==> src/rtl/calc_pkg.sv <==
// Shared definitions for the sequential calculator divider.
package calc_pkg;

    // Controller states: idle/accept, one quotient bit per CALC cycle, sign fix-up.
    typedef enum logic [1:0] {
        ST_IDLE = 2'd0,
        ST_CALC = 2'd1,
        ST_FIX  = 2'd2
    } state_e;

    // Default operand widths used by the calculator datapath.
    localparam int DEF_DW = 16;
    localparam int DEF_VW = 8;

    // Fill bit for the divide-by-zero quotient; replicated to DW bits gives all ones.
    localparam logic DZ_Q_FILL = 1'b1;

endpackage

==> src/rtl/calc_abs.sv <==
// Conditional two's-complement negate: out = neg_en ? -in : in.
module calc_abs #(
    parameter int W = 8
) (
    input  logic [W-1:0] in,
    input  logic         neg_en,
    output logic [W-1:0] out
);

    // Negate when enabled; the most-negative value maps onto itself as an unsigned magnitude.
    always_comb begin
        out = neg_en ? -in : in;
    end

endmodule

==> src/rtl/calc_div_seq.sv <==
// Multi-cycle restoring divider, one quotient bit per clock, signed or unsigned.
// Handshake: start is accepted only while busy is low (IDLE, which includes the
// done cycle); done pulses for one cycle and q/r/neg/dz/ovf are valid from that
// cycle and held until the next done.
module calc_div_seq
    import calc_pkg::*;
#(
    parameter int DW = DEF_DW,
    parameter int VW = DEF_VW
) (
    input  logic          clk,
    input  logic          rst_n,
    input  logic          start,
    input  logic          signed_mode,
    input  logic [DW-1:0] a,
    input  logic [VW-1:0] b,
    output logic          busy,
    output logic          done,
    output logic [DW-1:0] q,
    output logic [VW-1:0] r,
    output logic          neg,
    output logic          dz,
    output logic          ovf,
    output logic [1:0]    dbg_state
);

    localparam int CW = $clog2(DW);
    localparam logic [CW-1:0] CNT_INIT = CW'(DW - 1);

    state_e          state_q, state_d;
    logic            sa_q, sb_q, zero_q, ovf_pend_q;
    logic [DW-1:0]   amag_q, qmag_q;
    logic [VW-1:0]   bmag_q;
    logic [VW:0]     part_q;
    logic [CW-1:0]   cnt_q;

    logic [DW-1:0]   q_q, q_d;
    logic [VW-1:0]   r_q, r_d;
    logic            neg_q, neg_d, dz_q, dz_d, ovf_q, ovf_d, done_q;

    logic            load_op, step, finish;
    logic [DW-1:0]   amag_in, q_fix;
    logic [VW-1:0]   bmag_in, r_fix;
    logic [VW:0]     shifted, diff, part_d;
    logic            ge;

    calc_abs #(.W(DW)) u_abs_a (.in(a),              .neg_en(signed_mode & a[DW-1]), .out(amag_in));
    calc_abs #(.W(VW)) u_abs_b (.in(b),              .neg_en(signed_mode & b[VW-1]), .out(bmag_in));
    calc_abs #(.W(DW)) u_fix_q (.in(qmag_q),         .neg_en(sa_q ^ sb_q),           .out(q_fix));
    calc_abs #(.W(VW)) u_fix_r (.in(part_q[VW-1:0]), .neg_en(sa_q),                  .out(r_fix));

    // One restoring step: bring in the next dividend bit, subtract the divisor if it fits.
    always_comb begin
        shifted = (part_q << 1) | {{VW{1'b0}}, amag_q[cnt_q]};
        diff    = shifted - {1'b0, bmag_q};
        ge      = (shifted >= {1'b0, bmag_q});
        part_d  = ge ? diff : shifted;
    end

    // FSM state register.
    always_ff @(posedge clk or negedge rst_n) begin
        if (!rst_n) state_q <= ST_IDLE;
        else        state_q <= state_d;
    end

    // FSM next state: a zero divisor skips the iteration entirely.
    always_comb begin
        state_d = state_q;
        case (state_q)
            ST_IDLE: if (start) state_d = (b == '0) ? ST_FIX : ST_CALC;
            ST_CALC: if (cnt_q == '0) state_d = ST_FIX;
            ST_FIX:  state_d = ST_IDLE;
            default: state_d = ST_IDLE;
        endcase
    end

    // FSM outputs: datapath controls and the final result values written in FIX.
    always_comb begin
        busy    = (state_q != ST_IDLE);
        load_op = (state_q == ST_IDLE) && start;
        step    = (state_q == ST_CALC);
        finish  = (state_q == ST_FIX);
        q_d     = q_fix;
        r_d     = r_fix;
        neg_d   = (sa_q ^ sb_q) & (qmag_q != '0);
        dz_d    = 1'b0;
        ovf_d   = ovf_pend_q;
        if (zero_q) begin
            q_d   = {DW{DZ_Q_FILL}};
            r_d   = '0;
            neg_d = 1'b0;
            dz_d  = 1'b1;
            ovf_d = 1'b0;
        end
    end

    // Operand capture on accept, then one quotient bit per CALC cycle.
    always_ff @(posedge clk or negedge rst_n) begin
        if (!rst_n) begin
            sa_q       <= 1'b0;
            sb_q       <= 1'b0;
            zero_q     <= 1'b0;
            ovf_pend_q <= 1'b0;
            amag_q     <= '0;
            bmag_q     <= '0;
            part_q     <= '0;
            qmag_q     <= '0;
            cnt_q      <= '0;
        end else if (load_op) begin
            sa_q       <= signed_mode & a[DW-1];
            sb_q       <= signed_mode & b[VW-1];
            zero_q     <= (b == '0);
            ovf_pend_q <= signed_mode & (a == {1'b1, {(DW-1){1'b0}}}) & (b == '1);
            amag_q     <= amag_in;
            bmag_q     <= bmag_in;
            part_q     <= '0;
            qmag_q     <= '0;
            cnt_q      <= CNT_INIT;
        end else if (step) begin
            part_q     <= part_d;
            qmag_q     <= {qmag_q[DW-2:0], ge};
            cnt_q      <= cnt_q - CW'(1);
        end
    end

    // Result registers: loaded together in FIX, held otherwise; done is a one-cycle pulse.
    always_ff @(posedge clk or negedge rst_n) begin
        if (!rst_n) begin
            q_q    <= '0;
            r_q    <= '0;
            neg_q  <= 1'b0;
            dz_q   <= 1'b0;
            ovf_q  <= 1'b0;
            done_q <= 1'b0;
        end else begin
            done_q <= finish;
            if (finish) begin
                q_q   <= q_d;
                r_q   <= r_d;
                neg_q <= neg_d;
                dz_q  <= dz_d;
                ovf_q <= ovf_d;
            end
        end
    end

    assign done      = done_q;
    assign q         = q_q;
    assign r         = r_q;
    assign neg       = neg_q;
    assign dz        = dz_q;
    assign ovf       = ovf_q;
    assign dbg_state = state_q;

endmodule

==> config.mk <==
export PLATFORM = sky130hd
export DESIGN_NAME = calc_div_seq
export DESIGN_NICKNAME = d
export VERILOG_FILES = /design/src/rtl/calc_pkg.sv /design/src/rtl/calc_abs.sv /design/src/rtl/calc_div_seq.sv
export SDC_FILE = /design/constraint.sdc
export NUM_CORES = 1
export LEC_CHECK = 0
export BUFFER_PORTS_ARGS = -buffer_cell sky130_fd_sc_hd__buf_2
export CORE_UTILIZATION = 35
export DETAILED_ROUTE_END_ITERATION = 8
export GPL_ROUTABILITY_DRIVEN = 0
export SLEW_MARGIN = 10
export SYNTH_ARGS = -nofsm -noshare
export SYNTH_HDL_FRONTEND = slang
export SYNTH_HIERARCHICAL = 1
export SYNTH_SLANG_ARGS = --single-unit
==> constraint.sdc <==
create_clock -name clk -period 3.7 [get_ports clk]
set_clock_uncertainty 0.05 [all_clocks]
set_input_delay 0.37 -clock clk [delete_from_list [all_inputs] [get_ports clk]]
set_output_delay 0.37 -clock clk [all_outputs]
set_load 0.01 [all_outputs]
## After elaboration in Yosys (flattened, before gate mapping)

Index checks and enable logic that the tools add are counted.
Widths: inputs -> output; s select.

- Flip-flop bits (word level): 86
- Input port bits: 28
- Logic and storage cells: 67

- Add/subtract/negate cells: 6
- $lt $le $gt $ge: 2
- Equal/unequal tests: 6
- Muxes and demuxes: 22
- Bitwise gates (word level): 7
- Reductions and logical operators: 8

Operator list:

| cell | number |
|---|---|
| $mux 16 | 5 |
| $mux 8 | 6 |
| $neg 16->16 | 2 |
| $eq 16x16->1 const B | 1 |
| $neg 8->8 | 2 |
| $reduce_bool 16->1 | 1 |
| $ge 9x8->1 | 1 |
| $or 9x1->9 | 1 |
| $eq 8x8->1 const B | 1 |
| $logic_not 8->1 | 1 |
| $mux 4 | 2 |
| $sub 8x8->8 | 1 |
| $mux 2 | 3 |
| $and 1x1->1 | 5 |
| $lt 4x5->1 const B | 1 |
| $bmux 1 s4 | 1 |
| $logic_not 4->1 | 1 |
| $mux 1 | 4 |
| $pmux 2 s2 | 1 |
| $reduce_bool 2->1 | 2 |
| $sub 4x1->4 const B | 1 |
| $eq 2x1->1 const B | 1 |
| $eq 2x2->1 const B | 1 |
| $logic_not 2->1 | 1 |
| 5 further kinds | 5 |

## Longest topological paths before layout

- Depth in word-level cells: 7
- Mapped depth: 12

## Cells and area by module

The synthesis kept the hierarchy.

Modules (own cells, without submodules):

| module | instances | cells each | area each (µm²) | sequential area each (µm²) |
|---|---|---|---|---|
| calc_div_seq | 1 | 446 | 4042.6 | 2152.1 |
| calc_abs (u_abs_a ...) | 2 | 51 | 399.1 | 0.0 |
| calc_abs (u_abs_b ...) | 2 | 21 | 171.4 | 0.0 |

## Worst setup path before layout

Ideal clock, no wire load.

- Kind: reg-to-reg
- Start: register cnt_q[0]
- End: register part_q[6]
- Data arrival time: 2.714 ns
- Required time: 3.511 ns
- Slack: 0.797 ns
- Stages on the path, launching flop included: 13
- Buffers on the path: 1
- Clock period less this slack: 2.903 ns
- Path through: dfrtp_1 buf_6 mux4_2 mux4_2 inv_1 ha_1 inv_1 fa_1 a211oi_1 o21ai_0 o21ai_0 xor2_1 o211ai_1

- Cells in the longest elaborated chain, start to end: 7
- Elaborated cells on any way between the ends: 8

RTL lines:

| element | RTL line | source |
|---|---|---|
| start, declared | calc_div_seq.sv:35 | `logic [CW-1:0] cnt_q;` |
| start signal, assigned | calc_div_seq.sv:122 | `cnt_q <= cnt_q - CW'(1);` |
| $bmux 1 s4 * | calc_div_seq.sv:54 | `shifted = (part_q << 1) \| {{VW{1'b0}}, amag_q[cnt_q]};` |
| $mux 1 (implied by the code) * | calc_div_seq.sv:54 |  |
| $or 9x1->9 * | calc_div_seq.sv:54 |  |
| $sub 8x8->8 or $ge 9x8->1 (tied branches) | calc_div_seq.sv:55, calc_div_seq.sv:56 |  |
| $mux 8 * | calc_div_seq.sv:57 | `part_d = ge ? diff : shifted;` |
| $mux 8 * | calc_div_seq.sv:119 | `end else if (step) begin` |
| $mux 8 * | calc_div_seq.sv:109 | `end else if (load_op) begin` |
| end signal, assigned | calc_div_seq.sv:120 | `part_q <= part_d;` |
| end, declared | calc_div_seq.sv:34 | `logic [VW:0] part_q;` |

Every way passes the cells marked *; elsewhere a longest branch is shown, timed or not. The select of a mux whose other input is x is not followed.
A chain may end at the register's enable or synchronous reset.

## Worst setup path in the final report

Ends and elaborated chain as after synthesis.

==> metrics.csv <==
metric;value;unit
Crit path largest cell delay;0.56;ns
Rows;44;
commonest register cell after synthesis;dfrtp_1;
diode count;0;
area leader, netlist;dfrtp_1;
maximum clock rate;0.309;GHz
combinational share of power;49.5;%
layout net count;672;
Worst setup startpoint;cnt_q[0];
Worst path slowest cell;dfrtp_1;
CTS Buf Count;9;
antenna viol nets, final;0;
WP buf/inv;2;
endpoints failing setup;0;
H-tree depth;3;
multiplexer share of the synthesized area;2.39;%
Area contributors post-synth;dfrtp_1 (42%), nand2_1 (11%), xnor2_1 (6.8%);
initial antenna violation count;0;
Post-CTS Setup Bufs;0;
CP Capture Type;register;
DR vias;4129;
final wirelength;11200;um
Reg2Reg Depth;11;
top-count cell post-synth;nand2_1;
largest family of logic cells by synthesized area;simple AND/OR/NAND/NOR gates;
Leak Pwr;2.69;nW
worst relative slew slack;29.0;%
FF-to-FF setup slack;0.46;ns
critical path endpoint;part_q[6];
highest routed layer;met4;
Critical Path Start Type;register;
die area;15300;um^2
Post-Syn Area;5180;um^2
status;finished clean;
RSZ-0062 raised after global routing;false;
Die W;124;um
sequential power share;33.4;%
clk slew on worst S/H paths;0.07;ns
power per cell area;911;nW/um^2
worst min path class;input port to async pin;
min cycle time layout;3.24;ns
VDD IR max;0.000440;V
worst-path maximum fanout;7;
Syn Inst Count;590;
critical path class;register to register;
Root Buffer;clkbuf_16;
fin crit share;87.6;%
power share of the clock group;17.2;%
Post-synth ARST share;100;%
DPL Wire Length;8080;um
total power;5.37;mW
Finished Layout Cells;819;
DRT iter0 DRCs;153;
Post-Route M1 WL;5280;um
Synth top area share;41.5;%
Boundary Pins;59;
Final Slew Violations;0;
FF-to-FF End;part_q[6];
vias in the first global route;4038;
Post-synth EDFFs;0;
GRT Overall Usage;15.9;%
Synth Warn #;6;
Simple-Gate Fraction of Synth Area;23.7;%
Clock Latency Late Sink;0.33;ns
Wirelength per Cell;13.6;um
core footprint;14500;um^2
Worst EP arrival;3.39;ns
Met2 Wirelength;5250;um
drt first pass iters;4;
critical path required time;3.85;ns
Area Overhead vs Synth;13.8;%
internal power;3.09;mW
grt total ovfl;0;
clk sinks;86;
register area share after synthesis;41.5;%
sw frac;42.4;%
pin count of the biggest net entering global routing;87;
FF-to-FF Start;cnt_q[0];
Post-Synth Adder-Cell Area;3.52;%
port bufs;58;
CTS tree;built;
synthesized area per cell;8.79;um^2
# DRC;0;
Net Sw Power;2.28;mW
Compound-Gate Fraction of Synth Area;15.8;%
Yosys cell types;51;
Starting Density;35.8;%
Post-synth top cells;nand2_1 (149), dfrtp_1 (86), o21ai_0 (56);
share of layout cells above drive strength 1;18.4;%
register bit total from synthesis;86;
via-per-instance ratio;5.04;
slew of the pin with the lowest slew margin;1.07;ns
CTS resizes;0;
syn_nets;632;
Max Cap Viol;0;
deepest clock path buffer count;2;
Die Y-Extent;124;um
Inst Count DP;803;
first-pass GRT wire length;19400;um
final setup TNS;0;ns
DR WL met3;473;um
final hold slack;0.170;ns
number of hold buffers added after CTS;0;
Levels on crit path;11;
crit path cell chain;mux4_2 > mux4_2 > inv_1 > ha_1 > inv_1 > fa_1 > a211oi_1 > o21ai_0 > o21ai_0 > xor2_1 > o211ai_1;
Final Hold Vio Count;0;
delay-heaviest family, CP;multiplexers;
XOR/XNOR share of the synthesized area;8.28;%
metal layers:
layer	track usage (%)	vias up
li1	-	2089
met1	20.9	1917
met2	27.0	108
met3	1.97	15
met4	5.27	0
met5	0	-
registers in the layout, indices dropped and copies added (netlist names):
| signal | count |
|---|---|
| ovf | 1 |
| sa_q | 1 |
| sb_q | 1 |
| done | 1 |
| cnt_q | 4 |
| ovf_pend_q | 1 |
| dbg_state | 2 |
| r | 8 |
| qmag_q | 16 |
| dz | 1 |
| neg | 1 |
| amag_q | 16 |
| part_q | 8 |
| bmag_q | 8 |
| q | 16 |
| zero_q | 1 |
power groups by stage:
stage | Clock [mW] | Sequential, mW | Combinational, mW
floorplan | 0 | 1.71 | 2.11
global placement | 0 | 1.79 | 2.61
global route | 0.986 | 1.86 | 3.04
finish | 0.923 | 1.79 | 2.66
detailed placement | 0 | 1.81 | 2.67
CTS | 0.946 | 1.80 | 2.68
logic make-up (layout without fill, tap and decap cells):
| family | Yosys count | in the layout |
|---|---|---|
| buffers and inverters | 60 | 105 |
| AND/OR/NAND/NOR | 256 | 256 |
| AO/OA/AOI/OAI | 119 | 119 |
| flip-flops | 86 | 86 |
| XOR/XNOR | 49 | 49 |
| adder cells (fa/ha/maj) | 14 | 14 |
| multiplexers | 6 | 6 |
per-stage QoR:
step	area [um^2]	setup slack [ns]	utilization (%)
floorplan	5180	0.797	-
global placement	5590	0.483	38.6
detailed placement	5590	0.474	38.6
CTS	5900	0.446	40.7
global route	5900	0.199	40.7
finish	5900	0.460	40.7
how the worst min path moves through the flow:
stage	startpoint	endpoint	slack, ns	depth (start not counted)
CTS	rst_n	q[12]	0.23	1
detailed placement	amag_q[14]	amag_q[14]	0.41	2
finish	rst_n	q[12]	0.17	1
global route	b[0]	bmag_q[0]	0.28	3
floorplan	rst_n	amag_q[0]	0.02	0
global placement	amag_q[8]	amag_q[8]	0.41	2
area by class of cell:
cell class                      count  area (um^2)
Tap cell                          184          230
Clock buffer                        9          225
Clock inverter                      7         78.8
Inverter                           26         97.6
Fill cell                        1459         8580
Sequential cell                    86         2150
Timing Repair Buffer               63          330
Multi-Input combinational cell    444         2780
cell usage in the layout, fill, tap and decap left out, drive strengths merged, types with 4 or more instances in the layout:
cell type	count
dfrtp	86
or3	6
o22ai	4
nand3	9
nand2	149
inv	29
nor2	29
mux4	5
xor2	9
o21a	5
nor3	4
a21oi	11
nand4	9
clkbuf	9
nand2b	21
o211ai	7
o21ai	71
nor4	14
ha	13
xnor2	40
buf	63
o31ai	9
worst register-to-register path, stage by stage (launching register included):
cell	delay (ns)
dfrtp_1	0.56
mux4_2	0.56
mux4_2	0.51
inv_1	0.07
ha_1	0.14
inv_1	0.05
fa_1	0.40
a211oi_1	0.28
o21ai_0	0.13
o21ai_0	0.10
xor2_1	0.16
o211ai_1	0.09
(Power assumes the default switching activity.)
